**src/rtl/fma_issue_seq.sv**
```systemverilog
// Issue/collect sequencer for the fused multiply-add pipe: applies sign variants, issues on credits, and
// captures results at fixed latency into a result FIFO. Optional sticky flags under FMA_FFLAGS_EN.
module fma_issue_seq #(
    parameter int LAT   = 2,
    parameter int DEPTH = 4
) (
    input  logic        clk,
    input  logic        reset,
    input  logic        in_valid,
    output logic        in_ready,
    input  logic [1:0]  in_op,
    input  logic [31:0] in_x,
    input  logic [31:0] in_y,
    input  logic [31:0] in_z,
    output logic        fma_req,
    output logic [31:0] fma_x,
    output logic [31:0] fma_y,
    output logic [31:0] fma_z,
    input  logic [31:0] fma_rslt,
    input  logic [4:0]  fma_flag,
    output logic        out_valid,
    input  logic        out_ready,
    output logic [31:0] out_rslt,
    output logic [4:0]  out_flag,
    output logic [4:0]  fflags,
    input  logic        fflags_clr
);
    localparam int PW = (DEPTH > 1) ? $clog2(DEPTH) : 1;
    localparam int CW = $clog2(DEPTH + LAT + 1);

    typedef struct packed {
        logic [4:0]  flag;
        logic [31:0] rslt;
    } res_t;

    logic [LAT-1:0] vld_sr;
    logic [PW-1:0]  wr_ptr, rd_ptr;
    logic [CW-1:0]  cnt_q;
    logic [CW-1:0]  inflight;
    res_t           mem [DEPTH];
    res_t           head;
    logic           issue, push, pop;

    function automatic logic [PW-1:0] ptr_inc(input logic [PW-1:0] p);
        return (p == PW'(DEPTH - 1)) ? '0 : p + PW'(1);
    endfunction

    always_comb begin
        inflight = '0;
        for (int i = 0; i < LAT; i++) inflight = inflight + CW'(vld_sr[i]);
    end

    // Credits: every in-flight op already owns a FIFO slot, so a landing result never finds it full.
    assign in_ready = ~reset & ((inflight + cnt_q) < CW'(DEPTH));
    assign issue    = in_valid & in_ready;
    assign fma_req  = issue;

    // op[1] negates the product (x sign), op[0] negates the addend (z sign).
    assign fma_x = {in_x[31] ^ in_op[1], in_x[30:0]};
    assign fma_y = in_y;
    assign fma_z = {in_z[31] ^ in_op[0], in_z[30:0]};

    assign push = vld_sr[LAT-1];

    // An empty FIFO shows the landing result directly, so a result is visible the cycle it arrives.
    assign head      = (cnt_q == '0) ? res_t'({fma_flag, fma_rslt}) : mem[rd_ptr];
    assign out_valid = ~reset & (push | (cnt_q != '0));
    assign out_rslt  = head.rslt;
    assign out_flag  = head.flag;
    assign pop       = out_valid & out_ready;

    always_ff @(posedge clk) begin
        if (reset) begin
            vld_sr <= '0;
            wr_ptr <= '0;
            rd_ptr <= '0;
            cnt_q  <= '0;
        end else begin
            vld_sr[0] <= issue;
            for (int i = 1; i < LAT; i++) vld_sr[i] <= vld_sr[i-1];
            if (push) wr_ptr <= ptr_inc(wr_ptr);
            if (pop)  rd_ptr <= ptr_inc(rd_ptr);
            cnt_q <= cnt_q + CW'(push) - CW'(pop);
        end
    end

    always_ff @(posedge clk) begin
        if (push) mem[wr_ptr] <= res_t'({fma_flag, fma_rslt});
    end

    always_ff @(posedge clk) begin
        if (!reset) assert (!(push && cnt_q == CW'(DEPTH)));
    end

`ifdef FMA_FFLAGS_EN
    logic [4:0] fflags_q;

    // A pop in the clear cycle leaves exactly that pop's flags behind.
    always_ff @(posedge clk) begin
        if (reset)           fflags_q <= '0;
        else if (pop)        fflags_q <= fflags_clr ? out_flag : (fflags_q | out_flag);
        else if (fflags_clr) fflags_q <= '0;
    end

    assign fflags = fflags_q;
`else
    logic unused_fflags_clr;

    assign unused_fflags_clr = fflags_clr;
    assign fflags            = 5'h0;
`endif

endmodule
```
**config.mk**
```make
export PLATFORM = sky130hd
export DESIGN_NAME = fma_issue_seq
export DESIGN_NICKNAME = d
export VERILOG_FILES = /design/src/rtl/fma_issue_seq.sv
export SDC_FILE = /design/constraint.sdc
export NUM_CORES = 1
export LEC_CHECK = 0
export CORE_UTILIZATION = 44
export DETAILED_ROUTE_END_ITERATION = 10
export GPL_ROUTABILITY_DRIVEN = 0
export PLACE_DENSITY = 0.84
export SYNTH_ARGS = -nofsm -noshare
export SYNTH_HDL_FRONTEND = slang
export SYNTH_SLANG_ARGS = --single-unit
```
**constraint.sdc**
```tcl
create_clock -name clk -period 2.94 [get_ports clk]
set_clock_uncertainty 0.1 [all_clocks]
set_input_delay 0.882 -clock clk [delete_from_list [all_inputs] [get_ports clk]]
set_output_delay 0.882 -clock clk [all_outputs]
set_load 0.01 [all_outputs]
```
After elaboration in Yosys (flattened, before gate mapping) --
Memories as Yosys holds them, arrays and structs flattened. A register that Yosys moved wholly into a read port is not among the register bits. Index checks and enable logic that the tools add are counted.
Word-level totals: output and inout bits 141, register bits after elaboration 9, input bits 140, logic and storage cells 31, memory bits (writable) 148, memories kept 1
Cells by class: add/sub/neg operators 6, muxes and demuxes 7, $lt $le $gt $ge 1, equality and inequality tests 2, bitwise gates (word level) 8, reduce and logical (&&, ||, !) cells 2
Memory list:
- mem | depth 4, bits a word 37, read ports 1, clocked after Yosys merged registers in 1, write ports 1, line 40 | res_t mem [DEPTH];
Operators with widths (number):
- $mux W37 | 1
- $mux W2 | 4
- $add A2 B1 Y2 const B | 2
- $and A1 B1 Y1 | 4
- $eq A2 B2 Y1 const B | 2
- $add A2 B3 Y3 | 1
- $add A3 B1 Y3 | 1
- $logic_not A3 Y1 | 1
- $lt A3 B3 Y1 const B | 1
- $reduce_bool A3 Y1 | 1
- $sub A3 B1 Y3 | 1
- $add A1 B1 Y2 | 1
- $mux W1 | 2
- $xor A1 B1 Y1 | 2
- $not A1 Y1 | 1
- $or A1 B1 Y1 | 1

Longest topological paths before layout --
Gate-level depths: netlist (run 1).
depth in word-level cells 6, mapped depth 12, depth with buffers taken out 11

Worst setup path after synthesis (run 1) --
No wires, ideal clock.
path type input-to-reg, from input port reset, to register cnt_q[2], path buffers 1, stages 11, data required time 2762 ps, path slack 89 ps, arrival 2673 ps, library setup time 78 ps, cell sequence clkbuf_1 a21oi_1 and2_1 ha_1 inv_1 ha_1 inv_1 fa_1 xor2_1 and2_1 nor3_1
Between the ends: longest elaborated chain between the ends 4
RTL lines:
- start: declaration | line 8 | input logic reset,
- $not A1 Y1 | line 67 | assign out_valid = ~reset & (push | (cnt_q != '0));
- $and A1 B1 Y1 | line 67
- net out_valid | line 21 | output logic out_valid,
- $and A1 B1 Y1 | line 70 | assign pop = out_valid & out_ready;
- $sub A3 B1 Y3 | line 83 | cnt_q <= cnt_q + CW'(push) - CW'(pop);
- end signal: assignment | line 83
- end: declaration | line 38 | logic [CW-1:0] cnt_q;
The timed path passes the listed nets, and every way through them passes these cells. A chain may end at the register's enable or synchronous reset.

==> reports/qor.yml, run 1 <==
status: "finished with violations"
violations: "setup timing"
path_max_fanout: 7
ioPinCount: 281
dp_hpwl_um: 8189
r2r_start: "cnt_q[2]"
required_ps: 1960
worstPathArrival_ps: 2040
relSlewSlack_pct: 66.00
slowest_delay_ps: 500
ys_warn_count: 0
top_layer: "met4"
antenna_found_initial: 0
clock_latency_ps: 420
reg2reg_to: "cnt_q[2]"
drv_cap: 0
hold_start: "rd_ptr[0]"
criticalPathCategory: "register to output port"
cts_buffer_depth: 2
power.internal_w: 0.005297
rr_worst_depth: 12
cts_inserted_buffers: 17
drt_wl_total_um: 12980
slew_viol_final: 0
wl_met1_um: 5134
io_buffers: 86
grt_pass1_vias: 3708
final_common_cell: "edfxtp_1"
diodes: 0
power_density_nw_per_um2: 824.2
startpoint_type: "register"
pwr-share-comb_pct: 33.9
critPathCaptureType: "output port"
nets: 605
wl_met2_um: 6722
die_y_um: 129.4
rows: 46
dpl_cell_area_um2: 7936
cts_sinks: 159
core_um2: 15890
reg2reg_slack_ps: 240
overflow: 0
period_needed_ps: 3017
drtAntennaViolNets: 0
worst_pin_slew_ps: 510.0
fin_setup_tns_ps: -852.4
start_util_pct: 44.95
path_clk_slew_ps: 60
cts_tree: "yes"
yosysTopAreaCellShare_pct: 62.24
synth_area_leaders: "edfxtp_1 62%, buf_4 11%, mux4_2 9.5%, mux2_2 5.8%, dfxtp_1 3.1%"
worst_slack_ps: -77.25
ctsHtreeMaxLevel: 4
path_cells: "buf_12, buf_12, buf_6, mux4_2, mux2_4, buf_6"
power.switching_w: 0.001929
syn_area_um2: 7141
synth_area_per_cell_um2: 18.03
setup_viol: 19
max_freq_ghz: 0.3314
root_buffer: "clkbuf_16"
die_area_um2: 16740
hold_buffers: 0
most-common-layout-cells: "148 x edfxtp_1, 45 x buf_4, 44 x clkdlybuf4s50_1"
ys_ff_latch: 159
rsz0062_at_grt: "yes"
drt_iter0_markers: 173
grt_first_pass_wirelength_um: 19800
slowest_stage: "mux4_2"
wire_per_inst_um: 18.95
syn_inst: 396
layout-drive-gt1-share_pct: 46.48
switching_share_pct: 26.70
ys_seq_area_share_pct: 65.32
final_area_um2: 8767
synthToLayoutAreaGrowth_pct: 22.78
via_count: 3455
synthDistinctLibCells: 28
period_share_pct: 102.6
p_leak_nw: 3.142
drc: 0
dieWidth_um: 129.4
peakVddDrop_v: 0.0004604
grt_usage_pct: 16.34
pwr-share-clk_pct: 30.0
hp-class: "register to register"
dr.pass1.iters: 4
dr_wl_met3_um: 761
yosysTopAreaCell: "edfxtp_1"
final_hold_viol_count: 0
seq_power_share_pct: 36.1
grt_max_degree: 23
hold_depth: 2
vias_per_cell: 5.044
==> registers in the layout, indices dropped and copies added, names as in the netlist, named ones only <==
| name | cells |
|---|---|
| rd_ptr | 2 |
| vld_sr | 2 |
| wr_ptr | 2 |
| mem | 148 |
| cnt_q | 3 |
==> Yosys cell counts, drive strengths merged <==
master / instances
conb: 1
edfxtp: 148
ha: 8
mux4: 37
a21oi: 6
nand2: 1
fa: 1
a21o: 2
nor2: 5
nor3b: 1
mux2: 37
inv: 6
nor2b: 2
xor2: 3
nor3: 2
buf: 110
clkbuf: 3
and2: 6
nand3: 1
mux2i: 2
nand2b: 1
o41ai: 1
or3: 1
dfxtp: 11
==> through the flow <==
stage               std cells  hold slack [ps]  utilization [%]  total power, W  setup slack [ps]
finish                    685            393.8            55.19        0.007226            -77.25
global placement          639            357.9            49.96        0.004711            -205.5
CTS                       687            394.3            55.06        0.007203            -175.3
global route              685            420.7            55.19        0.007527            -149.7
detailed placement        639            380.5            49.96        0.004770            -269.7
floorplan                 400            344.7                -        0.003967             88.88
==> routing by layer <==
layer | GRT usage (%) | vias up
met5 | 0 | -
met4 | 8.720 | 0
met3 | 5.367 | 51
met2 | 26.98 | 138
met1 | 19.01 | 1735
li1 | - | 1531
==> cell type report <==
cell class	count	area, um^2
clock inverter	12	103.9
tap	216	270.3
multi-input combinational	122	1688
inverter	6	22.52
fill	1212	7118
clock buffer	20	500.5
sequential	159	4671
timing repair buffer	150	1511
==> repair_timing <==
| action | 4_1_cts | 5_1_grt |
|---|---|---|
| setup buffers | 15 | 2 |
| setup endpoints to repair | 42 | 39 |
| gates resized for setup | 202 | 26 |
| gates cloned | 1 | 0 |
==> worst max-delay path: cells and delay by family (launching register included) <==
family                 cells  cell delay (ps)
buffers and inverters      4              450
muxes                      2              790
DFF                        1              380
==> worst max-delay path by stage <==
| stage | endpoint | from | depth (start not counted) | slack, ps |
|---|---|---|---|---|
| 6_report | out_rslt[14] | register | 6 | -80 |
| 5_1_grt | out_rslt[25] | register | 6 | -150 |
| 4_1_cts | out_rslt[25] | register | 7 | -180 |
| 3_5_place_dp | cnt_q[2] | reset | 11 | -270 |
| 3_3_place_gp | fma_req | reset | 4 | -210 |
| 2_1_floorplan | cnt_q[2] | reset | 11 | 90 |
==> cells by family after synthesis <==
family          count (synthesis)  synth area share (%)
compound gates                  9                0.8586
buf+inv                       119                 12.06
simple gates                   20                 1.507
other cells                     1               0.05252
flops                         159                 65.32
fa+ha+maj                       9                 1.682
xor+xnor                        3                0.3680
mux                            76                 18.15
==> power groups by stage <==
stage,Combinational [W],Clock (W),Sequential (W)
global placement,0.00207,0,0.00264
CTS,0.00239,0.00221,0.00260
floorplan,0.00134,0,0.00263
detailed placement,0.00213,0,0.00264
finish,0.00245,0.00217,0.00261
global route,0.00261,0.00230,0.00261
No activity file was read; power rests on OpenSTA's default activity.
==> run 2, diff against run 1 <==
CORE_UTILIZATION = 33   (was 44)
PLACE_DENSITY = 0.66   (was 0.84)
clock period = 3.61 ns   (was 2.94 ns; I/O delays follow)
==> run 2 against run 1 <==
The flow now finishes without violations. Worst setup slack better by 110 ps. Non-clock buffer count is 39 lower. Via count is 3.4% lower. Global-route usage is 3.7 points lower. Highest routed layer unchanged.
==> reports/qor.yml, run 2 (synthesis gave the netlist of run 1 again) <==
p_leak_nw: 2.758  # -12%
power_density_nw_per_um2: 662.6  # -20%
pwr-share-clk_pct: 31.1  # +1.1 points
dr.pass1.iters: 4  # unchanged
switching_share_pct: 27.02  # +0.32 points
antenna_found_initial: 0  # unchanged
startpoint_type: "input port"
hold_depth: 1  # -1
die_y_um: 149.1  # +15%
power.internal_w: 0.004024  # -24%
most-common-layout-cells: "148 x edfxtp_1, 84 x clkdlybuf4s50_1, 37 x mux2_2"
rr_worst_depth: 12  # unchanged
final_common_cell: "edfxtp_1"
pwr-share-comb_pct: 30.5  # -3.4 points
drt_wl_total_um: 13690  # +5.5%
root_buffer: "clkbuf_16"
fin_setup_tns_ps: 0  # +852.4 ps
hp-class: "register to register"
peakVddDrop_v: 0.0003095  # -33%
start_util_pct: 33.86  # -11 points
largest_reg_flops: 148  # unchanged
worst_pin_slew_ps: 1091  # +581.5 ps
cts_tree: "yes"
period_share_pct: 98.97
grt_first_pass_wirelength_um: 20390  # +3.0%
grt_max_degree: 38  # +65%
io_buffers: 86  # unchanged
slowest_delay_ps: 570  # +70 ps
die_area_um2: 22230  # +33%
setup_viol: 0  # -19
overflow: 0  # unchanged
wire_per_inst_um: 19.42  # +2.5%
period_needed_ps: 3573
core_um2: 21090  # +33%
status: "finished clean"
top_regs: "mem x148, cnt_q x3"
max_freq_ghz: 0.2799
relSlewSlack_pct: 27.24  # -39 points
slowest_stage: "clkdlybuf4s50_1"
synthToLayoutAreaGrowth_pct: 16.54
path_cells: "clkdlybuf4s50_1, mux2_2, clkdlybuf4s50_1"
via_count: 3337  # -3.4%
grt_usage_pct: 12.61  # -3.7 points
final_area_um2: 8322  # -5.1%
largest-register: "mem"
dpl_cell_area_um2: 7747  # -2.4%
grt_pass1_vias: 3600  # -2.9%
seq_power_share_pct: 38.4  # +2.3 points
drtAntennaViolNets: 0  # unchanged
post_cts_resized: 0  # -100%
slew_viol_final: 0  # unchanged
vias_per_cell: 4.733  # -6.2%
criticalPathCategory: "input port to output port"
rows: 53  # +15%
cp_common_cell: "clkdlybuf4s50_1"
fillers: 1912  # +58%
critPathCaptureType: "output port"
final_hold_viol_count: 0  # unchanged
post-cts-setup-buffer-count: 0  # -15
drc: 0  # unchanged
layout-drive-gt1-share_pct: 30.93  # -16 points
cts_sinks: 159  # unchanged
dp_hpwl_um: 8842  # +8.0%
clock_latency_ps: 410  # about the same
drt_iter0_markers: 161  # -6.9%
path_clk_slew_ps: 60  # about the same
rsz0062_at_grt: "yes"
required_ps: 2430  # +470 ps
drv_cap: 0  # unchanged
diodes: 0  # unchanged
worstPathArrival_ps: 2390  # +350 ps
ctsHtreeMaxLevel: 4  # unchanged
nets: 566  # -6.4%
cts_inserted_buffers: 17  # unchanged
cts_buffer_depth: 2  # unchanged
path_max_fanout: 5  # -2
power.switching_w: 0.001490  # -23%
dieWidth_um: 149.1  # +15%
ioPinCount: 281  # unchanged
hold_buffers: 0  # unchanged
[run 2: changes by cell type in the layout (fill, tap and decap cells not counted), moves of 3 or more]
cell,change
clkdlybuf4s50_1,+40
buf_6,-37
buf_4,-22
mux2_2,+18
mux2_4,-18
buf_12,-9
mux4_1,+6
mux4_2,-6
buf_2,-5
clkinvlp_4,+4
clkbuf_16,-3
clkbuf_2,-3
dlygate4sd2_1,-3
[run 2: final timing paths]
check | from | end | slack, ps
setup / recovery | fma_rslt[15] | out_rslt[15] | 40
hold / removal | vld_sr[0] | vld_sr[1] | 380
setup reg to reg | cnt_q[1] | cnt_q[2] | 770
hold reg to reg | vld_sr[0] | vld_sr[1] | 380
[run 2: metrics by stage]
| stage | total power (W) | worst slack [ps] | cells | hold slack [ps] | utilization (%) |
|---|---|---|---|---|---|
| 2_1_floorplan | 0.003231 | 557.9 | 400 | 344.7 | - |
| 3_3_place_gp | 0.003840 | 47.69 | 673 | 363.0 | 36.74 |
| 3_5_place_dp | 0.003873 | 38.18 | 673 | 366.8 | 36.74 |
| 4_1_cts | 0.005593 | 23.58 | 705 | 377.7 | 39.46 |
| 5_1_grt | 0.005738 | -1.027 | 705 | 410.9 | 39.46 |
| 6_report | 0.005514 | 37.20 | 705 | 378.8 | 39.46 |
[run 2: power by group through the flow]
| stage | Sequential (W) | Combinational, W | Clock [W] |
|---|---|---|---|
| 3_3_place_gp | 0.00215 | 0.00169 | 0 |
| 5_1_grt | 0.00212 | 0.00180 | 0.00181 |
| 6_report | 0.00212 | 0.00168 | 0.00171 |
| 3_5_place_dp | 0.00216 | 0.00172 | 0 |
| 2_1_floorplan | 0.00214 | 0.00109 | 0 |
| 4_1_cts | 0.00212 | 0.00173 | 0.00175 |
[run 2: cell type report]
class	count	area (um^2)	share of cell area [%]
Clock buffer	17	425.4	5.112
Clock inverter	15	147.6	1.774
Inverter	6	22.52	0.2706
Multi-Input combinational cell	122	1637	19.67
Sequential cell	159	4667	56.08
Tap cell	275	344.1	4.135
Timing Repair Buffer	111	1079	12.96
[run 2: worst max-delay path, delay by kind of cell]
| family | cells | cell delay, ps |
|---|---|---|
| muxes | 1 | 200 |
| buffers and inverters | 2 | 1110 |
[run 2: layer usage]
metal / GRT usage, % / part of all wire [%] / up-vias
met5: 0 / 0 / -
met4: 7.806 / 4.8 / 0
met3: 3.884 / 6.9 / 59
met2: 21.72 / 51 / 123
met1: 13.48 / 37 / 1702
li1: - / - / 1453
==> run 3, diff against run 2 <==
clock period = 4 ns   (was 3.61 ns; I/O delays follow)
==> run 3 against run 2 <==
Worst setup slack better by 150 ps. Power is 10% lower. Register-to-register slack better by 440 ps. Critical path type unchanged. Critical endpoint is now out_rslt[31].
==> reports/qor.yml, run 3 (synthesis gave the netlist of run 1 again) <==
relSlewSlack_pct: 26.62  # -0.62 points
criticalPathCategory: "input port to output port"
period_share_pct: 95.26
cts_inserted_buffers: 17  # unchanged
dr.pass1.iters: 4  # unchanged
cpLargestDelayFamily: "buffers and inverters"
synthToLayoutAreaGrowth_pct: 14.14
die_area_um2: 22230  # unchanged
fin_setup_tns_ps: 0  # unchanged
fillers: 1948  # +1.9%
drtAntennaViolNets: 0  # unchanged
grt_usage_pct: 12.80  # +0.19 points
required_ps: 2700  # +270 ps
largest_reg_flops: 148  # unchanged
worstPathArrival_ps: 2510  # +120 ps
slowest_stage: "clkdlybuf4s50_1"
crit_buf_inv: 2  # unchanged
path_max_fanout: 5  # unchanged
slowest_delay_ps: 580  # about the same
power.switching_w: 0.001330  # -11%
grt_first_pass_wirelength_um: 20340  # -0.24%
ctsHtreeMaxLevel: 4  # unchanged
final_common_cell: "edfxtp_1"
grt_pass1_vias: 3517  # -2.3%
via_count: 3246  # -2.7%
rsz0062_at_grt: "no"
most-common-layout-cells: "148 x edfxtp_1, 86 x clkdlybuf4s50_1, 37 x mux2_2"
startpoint_type: "input port"
worst_pin_slew_ps: 1101  # +9.268 ps
overflow: 0  # unchanged
path_cells: "clkdlybuf4s50_1, mux2_2, clkdlybuf4s50_1"
drt_wl_total_um: 13740  # +0.37%
p_leak_nw: 2.645  # -4.1%
post_cts_resized: 0  # unchanged
root_buffer: "clkbuf_16"
vias_per_cell: 4.732  # about the same
max_freq_ghz: 0.2624
peakVddDrop_v: 0.0003021  # -2.4%
power_density_nw_per_um2: 605.6  # -8.6%
cts_sinks: 159  # unchanged
dp_hpwl_um: 8626  # -2.4%
post-cts-setup-buffer-count: 0  # unchanged
rows: 53  # unchanged
diodes: 0  # unchanged
cts_buffer_depth: 2  # unchanged
drc: 0  # unchanged
pwr-share-clk_pct: 30.8  # -0.3 points
path_clk_slew_ps: 70  # about the same
largest-register: "mem"
top_regs: "mem x148, cnt_q x3"
dieWidth_um: 149.1  # unchanged
hp-class: "register to register"
wire_per_inst_um: 20.03  # +3.2%
ioPinCount: 281  # unchanged
setup_viol: 0  # unchanged
core_um2: 21090  # unchanged
die_y_um: 149.1  # unchanged
critPathCaptureType: "output port"
start_util_pct: 33.86  # unchanged
slew_viol_final: 0  # unchanged
drv_cap: 0  # unchanged
clock_latency_ps: 420  # about the same
cts_tree: "yes"
antenna_found_initial: 0  # unchanged
seq_power_share_pct: 38.7  # +0.3 points
final_hold_viol_count: 0  # unchanged
postLayoutCoreUtil_pct: 38.65  # -0.81 points
status: "finished clean"
nets: 547  # -3.4%
pwr-share-comb_pct: 30.5  # about the same
cp_common_cell: "clkdlybuf4s50_1"
grt_max_degree: 39  # +2.6%
hold_buffers: 0  # unchanged
power.internal_w: 0.003606  # -10%
io_buffers: 86  # unchanged
drt_iter0_markers: 216  # +34%
period_needed_ps: 3810
layout-drive-gt1-share_pct: 27.25  # -3.7 points
switching_share_pct: 26.94  # -0.081 points
-- run 3: cell count changes in the layout (fill, tap and decap cells not counted), sizes merged --
cell / previous run / this run
dlymetal6s2s: 2 / 0
clkinvlp: 4 / 3
clkdlybuf4s50: 84 / 86
clkinv: 3 / 5
inv: 13 / 12
buf: 25 / 6
-- run 3: stage by stage --
stage / cell area, um^2 / power, W / cells / hold WS (ps) / setup WS (ps)
2_1_floorplan: 7156 / 0.002916 / 400 / 344.7 / 830.9
3_3_place_gp: 7592 / 0.003451 / 654 / 363.4 / 201.7
3_5_place_dp: 7592 / 0.003469 / 654 / 376.9 / 188.6
4_1_cts: 8150 / 0.005002 / 686 / 392.8 / 139.3
5_1_grt: 8150 / 0.005147 / 686 / 423.2 / 57.99
6_report: 8150 / 0.004936 / 686 / 389.3 / 189.6
-- run 3: final cells by class --
type | instances | area [um^2] | area share (%)
Sequential cell | 159 | 4667 | 57.26
Clock buffer | 17 | 425.4 | 5.220
Inverter | 6 | 22.52 | 0.2763
Timing Repair Buffer | 92 | 918.4 | 11.27
Multi-Input combinational cell | 122 | 1640 | 20.13
Tap cell | 275 | 344.1 | 4.222
Clock inverter | 15 | 132.6 | 1.627
-- run 3: per-layer routing --
metal	up-vias	GRT usage (%)	wire length, um
li1	1421	-	-
met1	1657	14.09	5116
met2	111	21.33	7072
met3	57	3.670	866
met4	0	8.929	685
met5	-	0	0
-- run 3: power by group through the flow --
| stage | Sequential (W) | Combinational (W) | Clock [W] |
|---|---|---|---|
| 2_1_floorplan | 0.00193 | 0.000986 | 0 |
| 3_3_place_gp | 0.00194 | 0.00151 | 0 |
| 3_5_place_dp | 0.00195 | 0.00152 | 0 |
| 4_1_cts | 0.00191 | 0.00154 | 0.00156 |
| 5_1_grt | 0.00192 | 0.00161 | 0.00162 |
| 6_report | 0.00191 | 0.00150 | 0.00152 |
-- run 3: worst reg2reg max path, stage by stage (launching register included) --
cell     delay, ps
dfxtp_1        410
nor3_2         280
buf_12         300
a21oi_1        130
and2_1         170
ha_1           260
inv_1           60
ha_1           130
inv_1           50
fa_1           370
xor2_1         160
and2_1         170
nor3_1         130
-- run 3: final timing paths --
check	start	end	slack, ps	depth (start not counted)
max reg2reg	cnt_q[1]	cnt_q[2]	1210	12
min	vld_sr[0]	vld_sr[1]	390	1
min reg2reg	vld_sr[0]	vld_sr[1]	390	1
max	fma_rslt[31]	out_rslt[31]	190	3
